[src/rtl/mcast_pkg.sv]
// ---------------------------------------------------------------------------
// mcast_pkg
// Shared definitions for the multicast bus transmitter:
//   state_t    - transmitter FSM states (IDLE / SEND)
//   tag_width  - width of a column tag / column ID for a given column count
// ---------------------------------------------------------------------------
package mcast_pkg;

   typedef enum logic [0:0] {
      ST_IDLE = 1'b0,
      ST_SEND = 1'b1
   } state_t;

   // A single column still needs a 1-bit tag so every port keeps a legal width.
   function automatic int tag_width(input int num_col);
      return (num_col > 1) ? $clog2(num_col) : 1;
   endfunction

endpackage

[src/rtl/mcast_fifo.sv]
// ---------------------------------------------------------------------------
// mcast_fifo
// Synchronous show-ahead FIFO. The head entry is visible on rdata whenever
// empty is low; pop removes it on the next edge. full/empty are registered.
// Ports:
//   clk, rst_n     clock, asynchronous active-low reset (empties the queue)
//   push, wdata    write strobe and data (ignored while full)
//   pop            remove head (ignored while empty)
//   rdata          head entry
//   full, empty    occupancy flags
// ---------------------------------------------------------------------------
module mcast_fifo #(
   parameter int WIDTH = 8,
   parameter int DEPTH = 4
) (
   input  logic             clk,
   input  logic             rst_n,
   input  logic             push,
   input  logic [WIDTH-1:0] wdata,
   input  logic             pop,
   output logic [WIDTH-1:0] rdata,
   output logic             full,
   output logic             empty
);

   localparam int AW = (DEPTH > 1) ? $clog2(DEPTH) : 1;
   localparam logic [AW-1:0] PTR_ONE   = AW'(1);
   localparam logic [AW:0]   CNT_ONE   = (AW + 1)'(1);
   localparam logic [AW:0]   CNT_ZERO  = (AW + 1)'(0);
   localparam logic [AW:0]   CNT_DEPTH = (AW + 1)'(DEPTH);

   logic [WIDTH-1:0] mem_r [DEPTH];
   logic [AW-1:0]    wr_ptr_r;
   logic [AW-1:0]    rd_ptr_r;
   logic [AW:0]      count_r;
   logic [AW:0]      count_nxt_s;
   logic             full_r;
   logic             empty_r;
   logic             push_ok_s;
   logic             pop_ok_s;

   assign push_ok_s = push && !full_r;
   assign pop_ok_s  = pop && !empty_r;
   assign rdata     = mem_r[rd_ptr_r];
   assign full      = full_r;
   assign empty     = empty_r;

   // Next occupancy; a simultaneous push and pop leaves it unchanged.
   always_comb begin
      count_nxt_s = count_r;
      case ({push_ok_s, pop_ok_s})
         2'b10:   count_nxt_s = count_r + CNT_ONE;
         2'b01:   count_nxt_s = count_r - CNT_ONE;
         default: count_nxt_s = count_r;
      endcase
   end

   // Storage write port; contents need no reset because pointers define validity.
   always_ff @(posedge clk) begin
      if (push_ok_s) begin
         mem_r[wr_ptr_r] <= wdata;
      end
   end

   // Pointers (wrap naturally modulo the power-of-two depth) and flags.
   always_ff @(posedge clk or negedge rst_n) begin
      if (!rst_n) begin
         wr_ptr_r <= {AW{1'b0}};
         rd_ptr_r <= {AW{1'b0}};
         count_r  <= CNT_ZERO;
         full_r   <= 1'b0;
         empty_r  <= 1'b1;
      end else begin
         if (push_ok_s) begin
            wr_ptr_r <= wr_ptr_r + PTR_ONE;
         end
         if (pop_ok_s) begin
            rd_ptr_r <= rd_ptr_r + PTR_ONE;
         end
         count_r <= count_nxt_s;
         full_r  <= (count_nxt_s == CNT_DEPTH);
         empty_r <= (count_nxt_s == CNT_ZERO);
      end
   end

endmodule

[src/rtl/mcast_bus_tx.sv]
// ---------------------------------------------------------------------------
// mcast_bus_tx
// Multicast bus transmitter. Items are queued, then offered on a shared bus
// to every caster column whose ID matches the item tag (or to all columns
// for broadcast). The item stays on the bus until every selected column has
// accepted it; items matching no column are discarded and counted.
// Ports:
//   clk, rst_n          clock, asynchronous active-low reset
//   in_valid/in_ready   upstream handshake; in_data/in_tag/in_bcast item
//   cfg_we/cfg_col/cfg_id  column ID reconfiguration
//   col_id              per-column IDs, column c at [c*TAG_W +: TAG_W]
//   data_B2C, TAG       shared bus payload and tag
//   CASTER_EN           per-column offer; CASTER_READY per-column accept
//   busy                high while an item is being delivered
//   drop_cnt            saturating count of discarded items
// ---------------------------------------------------------------------------
module mcast_bus_tx
   import mcast_pkg::*;
#(
   parameter int DATA_WIDTH = 16,
   parameter int NUM_COL    = 4,
   parameter int FIFO_DEPTH = 4,
   localparam int TAG_W     = tag_width(NUM_COL)
) (
   input  logic                     clk,
   input  logic                     rst_n,
   input  logic                     in_valid,
   output logic                     in_ready,
   input  logic [DATA_WIDTH-1:0]    in_data,
   input  logic [TAG_W-1:0]         in_tag,
   input  logic                     in_bcast,
   input  logic                     cfg_we,
   input  logic [TAG_W-1:0]         cfg_col,
   input  logic [TAG_W-1:0]         cfg_id,
   output logic [NUM_COL*TAG_W-1:0] col_id,
   output logic [DATA_WIDTH-1:0]    data_B2C,
   output logic [TAG_W-1:0]         TAG,
   output logic [NUM_COL-1:0]       CASTER_EN,
   input  logic [NUM_COL-1:0]       CASTER_READY,
   output logic                     busy,
   output logic [15:0]              drop_cnt
);

   localparam int ITEM_W = DATA_WIDTH + TAG_W + 1;

   state_t                state_r;
   logic [NUM_COL-1:0]    pending_r;
   logic [DATA_WIDTH-1:0] data_r;
   logic [TAG_W-1:0]      tag_r;
   logic                  busy_r;
   logic [15:0]           drop_r;
   logic [TAG_W-1:0]      col_id_r [NUM_COL];

   logic                  fifo_full_s;
   logic                  fifo_empty_s;
   logic                  push_s;
   logic                  pop_s;
   logic [ITEM_W-1:0]     head_s;
   logic [DATA_WIDTH-1:0] head_data_s;
   logic [TAG_W-1:0]      head_tag_s;
   logic                  head_bcast_s;
   logic [NUM_COL-1:0]    mask_s;
   logic [NUM_COL-1:0]    left_s;

   // Full blocks a push even when a pop happens in the same cycle.
   assign push_s   = in_valid && !fifo_full_s;
   assign in_ready = !fifo_full_s;

   mcast_fifo #(
      .WIDTH (ITEM_W),
      .DEPTH (FIFO_DEPTH)
   ) u_fifo (
      .clk   (clk),
      .rst_n (rst_n),
      .push  (push_s),
      .wdata ({in_data, in_tag, in_bcast}),
      .pop   (pop_s),
      .rdata (head_s),
      .full  (fifo_full_s),
      .empty (fifo_empty_s)
   );

   assign {head_data_s, head_tag_s, head_bcast_s} = head_s;

   // Head match mask against the current column IDs.
   always_comb begin
      mask_s = {NUM_COL{1'b0}};
      for (int c = 0; c < NUM_COL; c++) begin
         if (head_bcast_s) begin
            mask_s[c] = 1'b1;
         end else if (col_id_r[c] == head_tag_s) begin
            mask_s[c] = 1'b1;
         end else begin
            mask_s[c] = 1'b0;
         end
      end
   end

   // Columns still owed the item after this cycle's accepts, and the pop decision.
   always_comb begin
      left_s = pending_r & ~CASTER_READY;
      pop_s  = 1'b0;
      case (state_r)
         ST_IDLE: begin
            if (!fifo_empty_s && (mask_s == {NUM_COL{1'b0}})) begin
               pop_s = 1'b1;
            end else begin
               pop_s = 1'b0;
            end
         end
         ST_SEND: begin
            if (left_s == {NUM_COL{1'b0}}) begin
               pop_s = 1'b1;
            end else begin
               pop_s = 1'b0;
            end
         end
         default: pop_s = 1'b0;
      endcase
   end

   // Column ID table; a write only affects masks evaluated afterwards.
   always_ff @(posedge clk or negedge rst_n) begin
      if (!rst_n) begin
         for (int c = 0; c < NUM_COL; c++) begin
            col_id_r[c] <= TAG_W'(c);
         end
      end else if (cfg_we && (int'(cfg_col) < NUM_COL)) begin
         col_id_r[cfg_col] <= cfg_id;
      end
   end

   // Transmit FSM. pending_r is nonzero only in SEND and drives CASTER_EN
   // directly, so the enables drop the cycle after the last accept.
   always_ff @(posedge clk or negedge rst_n) begin
      if (!rst_n) begin
         state_r   <= ST_IDLE;
         pending_r <= {NUM_COL{1'b0}};
         data_r    <= {DATA_WIDTH{1'b0}};
         tag_r     <= {TAG_W{1'b0}};
         busy_r    <= 1'b0;
         drop_r    <= 16'h0000;
      end else begin
         case (state_r)
            ST_IDLE: begin
               if (!fifo_empty_s) begin
                  if (mask_s == {NUM_COL{1'b0}}) begin
                     if (drop_r != 16'hFFFF) begin
                        drop_r <= drop_r + 16'h0001;
                     end
                  end else begin
                     pending_r <= mask_s;
                     data_r    <= head_data_s;
                     tag_r     <= head_tag_s;
                     busy_r    <= 1'b1;
                     state_r   <= ST_SEND;
                  end
               end
            end
            ST_SEND: begin
               pending_r <= left_s;
               if (left_s == {NUM_COL{1'b0}}) begin
                  busy_r  <= 1'b0;
                  state_r <= ST_IDLE;
               end
            end
            default: begin
               pending_r <= {NUM_COL{1'b0}};
               busy_r    <= 1'b0;
               state_r   <= ST_IDLE;
            end
         endcase
      end
   end

   genvar gc;
   generate
      for (gc = 0; gc < NUM_COL; gc++) begin : g_col_id
         assign col_id[gc*TAG_W +: TAG_W] = col_id_r[gc];
      end
   endgenerate

   assign data_B2C  = data_r;
   assign TAG       = tag_r;
   assign CASTER_EN = pending_r;
   assign busy      = busy_r;
   assign drop_cnt  = drop_r;

endmodule
[config.mk]
export PLATFORM = sky130hd
export DESIGN_NAME = mcast_bus_tx
export DESIGN_NICKNAME = d
export VERILOG_FILES = /design/src/rtl/mcast_pkg.sv /design/src/rtl/mcast_fifo.sv /design/src/rtl/mcast_bus_tx.sv
export SDC_FILE = /design/constraint.sdc
export NUM_CORES = 1
export LEC_CHECK = 0
export BUFFER_PORTS_ARGS = -buffer_cell sky130_fd_sc_hd__buf_2
export CORE_UTILIZATION = 48
export CTS_BUF_LIST = sky130_fd_sc_hd__clkbuf_4 sky130_fd_sc_hd__clkbuf_8
export DETAILED_ROUTE_END_ITERATION = 8
export PLACE_DENSITY = 0.7
export SLEW_MARGIN = 20
export SYNTH_ARGS = -nofsm -noshare
export SYNTH_HDL_FRONTEND = slang
export SYNTH_SLANG_ARGS = --single-unit
[constraint.sdc]
create_clock -name clk -period 3.42 [get_ports clk]
set_clock_uncertainty 0.2 [all_clocks]
set_input_delay 0.855 -clock clk [delete_from_list [all_inputs] [get_ports clk]]
set_output_delay 0.855 -clock clk [all_outputs]
set_load 0.02 [all_outputs]
==> results of run 1 <==
-- sequential cells by signal, indices dropped and copies added, names as in the netlist --
register / flops
CASTER_EN: 4
data_B2C: 16
TAG: 2
u_fifo.count_r: 3
busy: 1
u_fifo.rd_ptr_r: 2
u_fifo.wr_ptr_r: 2
col_id: 8
u_fifo.mem_r: 76
u_fifo.full: 1
drop_cnt: 16
state_r: 1
u_fifo.empty: 1
-- synthesized netlist by cell type (all sizes together) (6+ instances only) --
| cell type | number |
|---|---|
| clkbuf | 7 |
| inv | 15 |
| dfrtp | 52 |
| a21oi | 8 |
| edfxtp | 76 |
| xor2 | 14 |
| xnor2 | 15 |
| mux2 | 27 |
| ha | 6 |
| nor2 | 17 |
| mux4 | 19 |
| nor3 | 8 |
| nand2 | 9 |
-- worst max-delay path by stage --
stage	start	endpoint	slack [ns]	cells past startpoint
2_1_floorplan	u_fifo.rd_ptr_r[0]	u_fifo.full	0.16	12
3_3_place_gp	u_fifo.rd_ptr_r[0]	u_fifo.full	0.13	12
3_5_place_dp	u_fifo.rd_ptr_r[0]	u_fifo.full	-0.02	12
4_1_cts	u_fifo.rd_ptr_r[0]	u_fifo.full	0.01	12
5_1_grt	u_fifo.rd_ptr_r[0]	u_fifo.empty	-0.02	13
6_report	u_fifo.rd_ptr_r[0]	u_fifo.empty	0.13	13
-- cells in the final DEF (no fill, tap or decap), types with 3 or more instances in the layout --
cell         n
a21oi_1      7
clkbuf_4     5
xnor2_2      3
mux2_2      18
nor2b_1      3
nand3_1      5
buf_4       16
ha_1         6
edfxtp_1    76
nand4_1      4
o22ai_1      3
xnor2_1     12
buf_2       78
mux4_2      18
or2_2        3
o21ai_0      5
inv_1       15
clkinvlp_4   3
dfrtp_1     51
mux2_4       9
nand2_1      9
nor3_1       6
nor2_1      16
xor2_1      14
and2_1       4
dfstp_2      5
clkbuf_8    19
-- stage by stage --
stage	setup TNS, ns	worst slack (ns)
after CTS	0	0.0107
after detailed placement	-0.0185	-0.0185
after global placement	0	0.126
after global routing	-0.0150	-0.0150
after floorplan	0	0.159
final	0	0.129
-- logic make-up (layout without fill, tap and decap cells) --
group / Yosys count / count (layout)
xor gates and xnor gates: 29 / 29
and+or+nand+nor: 60 / 60
AOI/OAI and AO/OA: 24 / 24
buffers and inverters: 25 / 142
muxes: 47 / 47
adders and majority gates: 7 / 7
DFF: 133 / 133
-- power groups by stage --
| stage | clock (mW) | combinational, mW | sequential [mW] |
|---|---|---|---|
| after floorplan | 0 | 1.48 | 2.54 |
| after global placement | 0 | 2.22 | 2.37 |
| after detailed placement | 0 | 2.27 | 2.38 |
| after CTS | 1.25 | 2.28 | 2.35 |
| after global routing | 1.33 | 2.53 | 2.39 |
| final | 1.22 | 2.32 | 2.35 |
-- worst register-to-register path: stages (launching register included) --
cell,delay (ns)
dfrtp_2,0.40
mux4_2,0.62
xnor2_2,0.20
a22oi_4,0.22
a41oi_2,0.18
nor2_2,0.17
ha_1,0.19
inv_1,0.06
fa_1,0.37
xor2_1,0.13
nor2_1,0.06
xor2_1,0.16
buf_4,0.14
nor2_1,0.12
-- final cells by class --
type,instances,area share [%]
inverter,15,0.864
clock buffer,24,4.59
tap,140,2.69
clock inverter,8,1.23
multi-input combinational,167,25.5
sequential,133,57.0
timing repair buffer,95,8.14
-- metal layers --
| layer | GRT usage [%] | vias to the layer above | routed length, um |
|---|---|---|---|
| met5 | 0 | - | 0 |
| met4 | 7.43 | 0 | 110 |
| met3 | 6.10 | 11 | 486 |
| met2 | 27.9 | 77 | 4880 |
| met1 | 23.7 | 1505 | 4270 |
| li1 | - | 1415 | - |
-- repair_timing --
item                       in CTS  in global routing
resized for setup               0                  5
setup endpoints to repair       0                  3
buffers inserted                0                  2
==> results, run 1 <==
- The maximum vdd drop is roughly 420 uV.
- The kind of end point of the critical path is a flip-flop.
- The number of routed nets with antenna violations is 0.
- At the end of the flow the core is filled with cells to approximately three fifths.
- After clock tree synthesis, the clock-pin slew on the worst setup and hold paths is 0.07 ns.
- The vias per cell is between 5 and 6.
- The post-synthesis simple-gate area fraction is 5.75%.
- Cells with a size suffix above 1 make up 43.7% of the layout.
- Net switching is approximately a third of the power.
- The largest single stage delay on the critical path is 0.62 ns.
- Traced cell by cell, the critical path runs through mux4_2 > xnor2_2 > a22oi_4 > a41oi_2 > nor2_2 > ha_1 > inv_1 > fa_1 > xor2_1 > nor2_1 > xor2_1 > buf_4 > nor2_1.
- The area of the die is around 12,000 sq um.
- The path category of the worst min-delay check is primary input to async pin.
- The mapped cell area is around 5500 sq um.
- Counting the buffers created by CTS gives 17.
- Of the total power, the clock network draws between 20% and 30%.
- Summed over all cells, the static leakage comes to 2.66 nW.
- STA classifies the critical path startpoint as a flip-flop.
- Summing internal, switching and leakage power gives ~5.9 mW.
- The final number of hold-violating endpoints is 0.
- The worst-case register-to-register setup slack is 0.13 ns.
- The average instance in the mapped netlist occupies about 17 sq um.
- The synthesis warning total is 0.
- Once layout is complete, the cells apart from fillers number approximately 580.
- The number of design-rule violations left by the first detailed-router iteration is 160.
- In this run the power spent charging and discharging nets is 1.99 mW.
- In this run the count of I/O pins placed on the die edge is between 70 and 80.
- In the final layout, flip-flops and latches occupy 3720 sq um.
- The max capacitance violation total is 0.
- The largest total area in the synthesized netlist belongs to edfxtp_1.
- The critical path contains buffers and inverters numbering 2 combined.
- The clock passes through at most 2 buffers.
- The ratio of final minimum period to clock period is 96.2%.
- The main combinational cell family by area after synthesis is multiplexers.
- The final worst hold slack is around 0.088 ns.
- Of all nets on the critical path, the largest fanout is 5.
- The largest net degree at the start of global routing is 31.
- The worst-skew pair later-pin latency is approximately 0.44 ns.
- After synthesis, the largest area contributor takes up between 40% and 50% of total cell area.
- The root buffer cell chosen for the clock tree is clkbuf_8.
- Once the floorplan was initialized, standard cells occupied between 40% and 50% of the core.
- The aggregate global routing overflow is 0.
- Cell internal power was estimated by the tool at 3.90 mW.
- The synthesis-to-layout area growth is 18.9%.
- The number of standard cells after synthesis is 325.
- The placed cell area is 6100 sq um.
- The number of slew-limit violations in the final report was 0.
- The post-synth net total is ~360.
- At the end of the flow, the number of nets in the layout was ~470.
- The initial antenna violation count was 0.
- The proportion of synthesized chip area in sequential cells is between 60% and 70%.
- Broken down by cell family, the worst path's largest delay share belongs to multiplexers.
- The area fraction in compound gates after synthesis is 3.40%.
- The power share of the sequential group is ~40%.
- The overall global routing resource usage is 18.2%.
- The fraction of the mapped netlist area in adder cells is 1.73%.
- The synthesized design contains 76 enable-type register cells.
- The H-tree level count is 4.
- The startpoint of the most critical register-to-register path is u_fifo.rd_ptr_r[0].
- The async set-or-reset flop fraction in the synthesized netlist is between 40% and 50%.
- Summed over all nets, the half-perimeter wirelength after detailed placement is 6.73 mm.
- The slew of the pin with the lowest slew margin is 0.614 ns.
- The number of library cell types mapped by synthesis is 44.
- The count of buffers added on input and output ports is between 70 and 80.
- The routability congestion estimate is 0.743.
- The average detailed-routed wire length per instance is ~17 um.
- Wires add up to 9.75 mm.
- After floorplanning, the core was divided into 38 placement rows.
- The routed layout has around 3,000 vias.
- The critical path's slowest cell is mux4_2.
- The critical path class is flip-flop to flip-flop.
- The summed area of non-filler cells in the final layout is 6520 sq um.
- The remaining routing DRC violations is 0.
- The number of sinks handled by clock tree synthesis is 133.
- The clock period could shrink to about 3.3 ns.
- In this run the critical register-to-register path is captured at u_fifo.empty.
- The run finished with clean final reports.
- The first detailed-routing pass ran for 4 iterations.
- The number of buffers added to fix hold violations after cts is 0.
- The die outline height is roughly 110 um.
- For the worst setup path, the data required time is between 3 and 4 ns.
- The wire length of the first global-routing pass is between 15 and 20 mm.
- In this run the power density over the cells is 903 nW/um^2.
- Setup violations remaining at the end of the flow were counted as 0.
- The cell total after placement is 548.
- The clock tree from TritonCTS is done.
- Measured against the total synthesized area, the mux share comes to 14.2%.
- In this run the tightest slew margin relative to its limit is 59.0%.
- The depth of the worst register-to-register path is 13.
- The total core area is 11,000 sq um.
- Ranked by total cell area, the synthesized netlist is headed by edfxtp_1, dfrtp_1, mux4_2.
- The x dimension of the die is 109 um.
- The combinational power share is 39.4%.
- The data arrival at the endpoint of the critical path is 3.46 ns.
- The filler cell count in the final layout is 854.
- The area occupied by multi-input gates is 1660 sq um.
- Timing would allow up to 0.304 GHz.
- The most used flip-flop cell after synthesis is edfxtp_1.
- The number of storage elements in the synthesis netlist is 133.
- The xor/xnor cell area share of the yosys netlist is 4.77%.
- The repair_antennas step left the layout with diodes totalling 0.
- The number of global-route vias before repair was 2,982.
(Power assumes the default switching activity.)
==> run 2: changes to the inputs <==
--- a/config.mk
+++ b/config.mk
@@ -6,6 +6,7 @@
 export NUM_CORES = 1
 export LEC_CHECK = 0
 export BUFFER_PORTS_ARGS = -buffer_cell sky130_fd_sc_hd__buf_2
+export CORE_MARGIN = 10
 export CORE_UTILIZATION = 48
 export CTS_BUF_LIST = sky130_fd_sc_hd__clkbuf_4 sky130_fd_sc_hd__clkbuf_8
 export DETAILED_ROUTE_END_ITERATION = 8
==> run 2 against run 1 <==
Wire length is 5.6% higher. Non-clock buffer count is 4 higher. Core utilization grew 0.20 points. Critical path type unchanged.
==> results, run 2 (same netlist as run 1, synthesis figures left out) <==
- The max capacitance violation total is 0 (unchanged).
- The slew of the pin with the lowest slew margin is 0.762 ns (+0.148 ns).
- The maximum vdd drop is 509 uV (+21%).
- STA classifies the critical path startpoint as a flip-flop.
- The worst-case register-to-register setup slack is 0.14 ns (+0.02 ns).
- The critical path depth came to 12 (-1).
- The summed area of non-filler cells in the final layout is 6570 sq um (+0.77%).
- The register with the most flip-flops in the final layout is u_fifo.mem_r.
- The clock tree from TritonCTS is done.
- The kind of cell adding the most delay to the critical path is multiplexers.
- The data arrival at the endpoint of the critical path is 3.44 ns (-0.02 ns).
- The number of routed nets with antenna violations came to 0 (unchanged).
- The cell leakage power is 2.69 nW (+0.92%).
- The number of sinks handled by clock tree synthesis is 133 (unchanged).
- The cell total after placement is 547 (-0.18%).
- The depth of the worst register-to-register path is 12 (-1).
- The setup path with the least slack is of type flip-flop to flip-flop.
- The area of the die came to 16,100 sq um (+36%).
- The number of port buffers was 78 (unchanged).
- The highest cell delay on the worst timing path came to 0.65 ns (+0.03 ns).
- The synthesis-to-layout area growth is 19.9%.
- The non-filler instance count after layout is 587 (+0.86%).
- In this run the worst hold path is classified as flip-flop to flip-flop.
- The storage element area is 3720 sq um (unchanged).
- The placed cell area is 6080 sq um (-0.33%).
- The final core area utilization is 59.6% (+0.20 points).
- The critical path's slowest cell is mux4_2.
- The most critical setup path has its endpoint at u_fifo.full.
- The clock period minus final worst setup slack was 3.28 ns (-0.0151 ns).
- The flip-flop count of the largest register after layout is 76 (unchanged).
- In this run the clock root is driven by a clkbuf_8.
- The number of design-rule violations left by the first detailed-router iteration is 121 (-24%).
- The wire length of the first global-routing pass is 16.4 mm (+7.6%).
- The area occupied by multi-input gates is 1690 sq um (+1.7%).
- The maximum clock insertion buffer count is 2 (unchanged).
- The aggregate global routing overflow is 0 (unchanged).
- The CTS clock-pin slew for the worst setup and hold paths is 0.06 ns (about the same).
- The number of global-route vias before repair was 3,118 (+4.6%).
- The layout cell share with drive strength beyond 1 is 44.4% (+0.73 points).
- The vias per cell was 5.17 (about the same).
- The worst register-to-register path ends at u_fifo.full.
- The achievable frequency was 0.305 GHz (+0.46%).
- The die outline height is 127 um (+17%).
- The overall global routing resource usage is 13.2% (-5.0 points).
- The starting utilization of the core area is 49.7% (-0.22 points).
- The headroom to the max-slew limit is 49.2% (-9.8 points).
- Leaving out fill and tap cells, the most frequent cell in the layout is buf_2.
- The buffers plus inverters on the worst setup path is 1 (-1).
- The filler cell count in the final layout is 844 (-1.2%).
- The required arrival time at the worst endpoint is 3.58 ns (about the same).
- Traced cell by cell, the critical path runs through mux4_2 > xnor2_4 > a22oi_4 > a41oi_2 > nor2_2 > ha_2 > inv_1 > fa_2 > xor2_1 > nor2_1 > xor2_1 > nor2b_2.
- The most critical setup path has its startpoint at u_fifo.rd_ptr_r[0].
- The maximum net fanout on the critical path is 5 (unchanged).
- The first-pass detailed-route iteration total is 4 (unchanged).
- The final setup violation count is 0 (unchanged).
- The number of buffers added to fix hold violations after cts is 0 (unchanged).
- The number of placed I/O pins is 79 (unchanged).
- The final setup TNS was 0 ns (unchanged).
- The total power divided by cell area is 914 nW/um^2 (+1.2%).
- The top cell types in the final layout, fill and taps aside, are buf_2, edfxtp_1, dfrtp_1, buf_4.
- The average detailed-routed wire length per instance came to 17.5 um (+4.7%).
- The largest net degree at the start of global routing is 58 (+87%).
- The x dimension of the die came to 127 um (+17%).
- The number of buffers created by CTS is 17 (unchanged).
- The count of vias placed by the detailed router is 3,032 (+0.80%).
- The routability congestion estimate is 0.797 (+7.2%).
- The final number of hold-violating endpoints is 0 (unchanged).
- Among the stages of the critical path, the cell type that occurs most often is xor2_1.
- The kind of end point of the critical path is a flip-flop.
- Setup repair after global routing could not meet its margin everywhere.
- The number of rows created at floorplan is 38 (unchanged).
- The initial antenna violation count was 0 (unchanged).
- The half-perimeter wire length after placement is 7.05 mm (+4.8%).
- The total wire length is 10.3 mm (+5.6%).
- The startpoint identified for the worst register-to-register timing path is u_fifo.rd_ptr_r[0].
- The number of nets in the layout is 471 (+0.86%).
- The remaining routing DRC violations is 0 (unchanged).
- The flow ran to the end, and the final reports show no timing, DRC or antenna violations.
- The number of slew-limit violations in the final report is 0 (unchanged).
- The worst-skew pair later-pin latency is 0.43 ns (about the same).
- The total core area is 11,000 sq um (+0.43%).
- The H-tree level count is 4 (unchanged).
- The total power consumption of the routed design is 6.00 mW (+1.9%).
- The ratio of final minimum period to clock period was 95.8% (-0.44 points).
run 2: worst reg2reg max path, stage by stage, from the launching register on:
cell and delay (ns):
dfrtp_2 0.42, mux4_2 0.66, xnor2_4 0.20, a22oi_4 0.19, a41oi_2 0.15, nor2_2 0.14, ha_2 0.20, inv_1 0.06
fa_2 0.33, xor2_1 0.15, nor2_1 0.12, xor2_1 0.23, nor2b_2 0.18
run 2: metrics by stage:
step / hold slack, ns / setup WS [ns]
6_report: 0.293 / 0.144
5_1_grt: 0.319 / -0.0359
4_1_cts: 0.285 / 0.0265
3_5_place_dp: 0.269 / -0.108
3_3_place_gp: 0.268 / 0.0502
2_1_floorplan: 0.246 / 0.159
run 2: per-layer routing:
layer / vias to the layer above / GRT usage, % / routed length (um)
met2: 63 / 20.8 / 5140
met5: - / 0 / 0
li1: 1429 / - / -
met1: 1530 / 15.9 / 4500
met4: 0 / 5.02 / 102
met3: 10 / 5.16 / 553
run 2: layout make-up:
| class | instances | share of cell area (%) |
|---|---|---|
| clock inverter | 10 | 1.66 |
| inverter | 15 | 0.857 |
| antenna | 1 | 0.0381 |
| multi-input combinational | 167 | 25.7 |
| timing repair buffer | 99 | 8.34 |
| sequential | 133 | 56.6 |
| tap | 140 | 2.67 |
| clock buffer | 22 | 4.13 |
run 2: timing repair:
| item | in CTS | in global routing |
|---|---|---|
| cloned | 0 | 0 |
| gates resized for setup | 1 | 10 |
| pin swaps | 1 | 7 |
| setup buffers | 2 | 5 |
| endpoints found under the setup margin | 2 | 3 |
run 2: worst min path at each step:
stage | start | endpoint | slack [ns] | cells past startpoint
floorplan | u_fifo.count_r[2] | u_fifo.count_r[2] | 0.25 | 1
global placement | u_fifo.count_r[2] | u_fifo.count_r[2] | 0.27 | 1
detailed placement | u_fifo.count_r[2] | u_fifo.count_r[2] | 0.27 | 1
CTS | u_fifo.count_r[2] | u_fifo.count_r[2] | 0.29 | 1
global route | data_B2C[8] | data_B2C[8] | 0.32 | 1
finish | drop_cnt[14] | drop_cnt[14] | 0.29 | 1
run 2: where the power goes:
group	leakage (nW)	switching [mW]	internal (mW)	total, mW
logic	1.10	1.23	1.17	2.41
registers	1.39	0.219	2.14	2.36
clock network	0.191	0.557	0.680	1.24
==> run 3: changes to the inputs <==
--- a/config.mk
+++ b/config.mk
@@ -6,12 +6,14 @@
 export NUM_CORES = 1
 export LEC_CHECK = 0
 export BUFFER_PORTS_ARGS = -buffer_cell sky130_fd_sc_hd__buf_2
+export CELL_PAD_IN_SITES_DETAIL_PLACEMENT = 1
+export CELL_PAD_IN_SITES_GLOBAL_PLACEMENT = 2
 export CORE_MARGIN = 10
-export CORE_UTILIZATION = 48
+export CORE_UTILIZATION = 39
 export CTS_BUF_LIST = sky130_fd_sc_hd__clkbuf_4 sky130_fd_sc_hd__clkbuf_8
 export DETAILED_ROUTE_END_ITERATION = 8
-export PLACE_DENSITY = 0.7
-export SLEW_MARGIN = 20
+export PLACE_DENSITY = 0.77
+export SLEW_MARGIN = 0
 export SYNTH_ARGS = -nofsm -noshare
 export SYNTH_HDL_FRONTEND = slang
 export SYNTH_SLANG_ARGS = --single-unit
==> run 3 against run 2 <==
Hold slack got worse by 0.13 ns. First-iteration DRC count rose by 19%. Clock-buffer cell count fell by 2. Clock power barely moved. Non-clock buffer count rose by 1. Critical path type unchanged. Maximum frequency fell by 2.5%. Cell count rose by 7.0%. Combinational power rose by 3%. Sequential power barely moved.
==> results, run 3 (same netlist as run 1, synthesis figures left out) <==
- The number of routed nets with antenna violations is 0 (unchanged).
- The kind of end point of the critical path is a flip-flop.
- The number of sinks handled by clock tree synthesis is 133 (unchanged).
- The number of buffers added to fix hold violations after cts is 0 (unchanged).
- The area growth from synthesis to layout is 21.1%.
- The initial antenna violation count is 1 (+1).
- The maximum clock insertion buffer count is 2 (unchanged).
- The average detailed-routed wire length per instance is 18.8 um (+7.2%).
- For this design, the slowest cell found on the critical path is mux4_2.
- The final setup violation count came to 0 (unchanged).
- The die outline height was 139 um (+9.2%).
- The cell total after placement was 591 (+8.0%).
- The tightest min-delay check is of the primary input to async pin type.
- The wire length of the first global-routing pass is 19.4 mm (+18%).
- Setup repair after global routing could not meet its margin everywhere.
- The first-pass detailed-route iteration total was 4 (unchanged).
- The max capacitance violation total came to 0 (unchanged).
- The worst-skew pair later-pin latency is 0.44 ns (about the same).
- The number of buffers created by CTS is 17 (unchanged).
- The data arrival at the endpoint of the critical path is 3.53 ns (+0.09 ns).
- The ratio of final minimum period to clock period is 98.2% (+2.4 points).
- The register with the most flip-flops in the final layout is u_fifo.mem_r.
- The total wire length is 11.8 mm (+15%).
- The half-perimeter wire length after placement is 8.31 mm (+18%).
- The total core area is 13,800 sq um (+25%).
- The headroom to the max-slew limit was 60.9% (+12 points).
- The non-filler instance count after layout was 628 (+7.0%).
- The flow ran to the end, and the final reports show no timing, DRC or antenna violations.
- The routability congestion estimate is 0.734 (-7.9%).
- The number of port buffers is 78 (unchanged).
- The overall global routing resource usage is 12.9% (-0.24 points).
- The aggregate global routing overflow was 0 (unchanged).
- The starting utilization of the core area is 39.6% (-10 points).
- The met1 demand-to-capacity share in global routing came to 15.4% (-0.49 points).
- The largest net degree at the start of global routing was 24 (-59%).
- The most common cell after layout, fill and taps aside is buf_2.
- In this run the most used layer during global routing was met2.
- The number of global-route vias before repair is 3,503 (+12%).
- Walking the worst path, the cells encountered are mux4_2 > xnor2_4 > a22oi_4 > a41oi_2 > nor2_2 > ha_2 > inv_2 > fa_2 > xor2_1 > nor2_1 > xor2_1 > buf_4 > nor2_2.
- The achievable frequency is 0.298 GHz (-2.5%).
- The CTS clock-pin slew for the worst setup and hold paths came to 0.08 ns (+0.02 ns).
- The number of rows created at floorplan came to 43 (+13%).
- The maximum vdd drop is 390 uV (-23%).
- The cell chosen for the clock root is clkbuf_8.
- The H-tree level count is 4 (unchanged).
- The flip-flop count of the largest register after layout was 76 (unchanged).
- The met2 track demand over resource was 20.5% (-0.30 points).
- The library cells used most frequently in the layout, excluding fill and tap cells, are buf_2, edfxtp_1, dfrtp_1, buf_4, clkbuf_8.
- The number of placed I/O pins is 79 (unchanged).
- The startpoint kind of the worst setup timing path is a flip-flop.
- The number of nets in the layout is 472 (+0.21%).
- The number of slew-limit violations in the final report is 0 (unchanged).
- The area of the die came to 19,200 sq um (+19%).
- The remaining routing DRC violations is 0 (unchanged).
- The maximum net fanout on the critical path is 6 (+1).
- The required arrival time at the worst endpoint is 3.59 ns (about the same).
- The highest cell delay on the worst timing path is 0.66 ns (about the same).
- The met3 global-route usage is 5.38% (+0.21 points).
- The layout cell share with drive strength beyond 1 was 45.2% (+0.80 points).
- The total power divided by cell area is 915 nW/um^2 (+0.17%).
- The vias per cell came to 4.94 (-4.4%).
- The critical path class is flip-flop to flip-flop.
- TritonCTS built the clock tree.
- The count of vias placed by the detailed router is 3,102 (+2.3%).
- The final number of hold-violating endpoints came to 0 (unchanged).
- The x dimension of the die is 139 um (+9.2%).
- The cell leakage power is 2.68 nW (-0.13%).
- The number of design-rule violations left by the first detailed-router iteration is 144 (+19%).
- The slew of the pin with the lowest slew margin was 0.585 ns (-0.177 ns).
- The total power consumption of the routed design is 6.08 mW (+1.2%).
- The clock period minus final worst setup slack is 3.36 ns (+0.0830 ns).
## run 3: cell types whose count changed in the layout (fill, tap and decap cells not counted), sizes merged
cell,before,now
buf,99,100
clkinv,6,9
bufinv,2,1
clkbuf,22,20
## run 3: repair_timing
| item | 4_1_cts | 5_1_grt |
|---|---|---|
| buffers inserted | 1 | 3 |
| gates resized for setup | 1 | 13 |
| gates cloned | 0 | 0 |
| setup endpoints to repair | 2 | 3 |
| pin swaps | 0 | 9 |
## run 3: area by class of cell
type                            count  area [sq um]
Sequential cell                   133          3720
Clock buffer                       20           269
Tap cell                          180           225
Antenna cell                        1          2.50
Timing Repair Buffer              100           556
Multi-Input combinational cell    167          1710
Clock inverter                     12           106
Inverter                           15          56.3
Fill cell                        1381          7190
## run 3: per-layer routing
metal | share of wire (%) | vias up
met5 | 0 | -
met4 | 1.3 | 0
met3 | 6.3 | 16
met2 | 49 | 74
met1 | 44 | 1586
li1 | - | 1426
## run 3: report_power, final
| group | switching (mW) | total (mW) | internal [mW] | leakage [nW] |
|---|---|---|---|---|
| clock network | 0.610 | 1.23 | 0.617 | 0.187 |
| registers | 0.217 | 2.36 | 2.14 | 1.39 |
| logic | 1.30 | 2.49 | 1.19 | 1.10 |
## run 3: stage by stage
stage	TNS, ns	hold slack [ns]	area, sq um	setup WS, ns	util, %
floorplan	0	0.246	5480	0.159	-
global placement	0	0.267	6160	0.0989	44.5
detailed placement	-0.0577	0.271	6160	-0.0507	44.5
CTS	0	0.147	6540	0.0181	47.3
global route	-0.227	0.159	6640	-0.0931	48.0
finish	0	0.165	6640	0.0607	48.0
## run 3: path summary, 6_finish.rpt
kind                                    start                  to  slack [ns]  cells past startpoint
setup / recovery           u_fifo.rd_ptr_r[0]        u_fifo.empty        0.06                     13
hold / removal                          rst_n  u_fifo.rd_ptr_r[1]        0.16                      1
setup reg to reg           u_fifo.rd_ptr_r[0]        u_fifo.empty        0.06                     13
hold reg to reg             u_fifo.count_r[0]   u_fifo.count_r[0]        0.30                      1
max in group asynchronous               rst_n        u_fifo.empty        2.08                      2
min in group clk            u_fifo.count_r[0]   u_fifo.count_r[0]        0.30                      1
## run 3: critical path: cells and delay by family, from the launching register on
family	cells	cell delay, ns
flops	1	0.43
simple gates	3	0.31
mux	1	0.66
xor+xnor	3	0.57
compound gates	2	0.38
buf+inv	2	0.19
fa+ha+maj	2	0.54
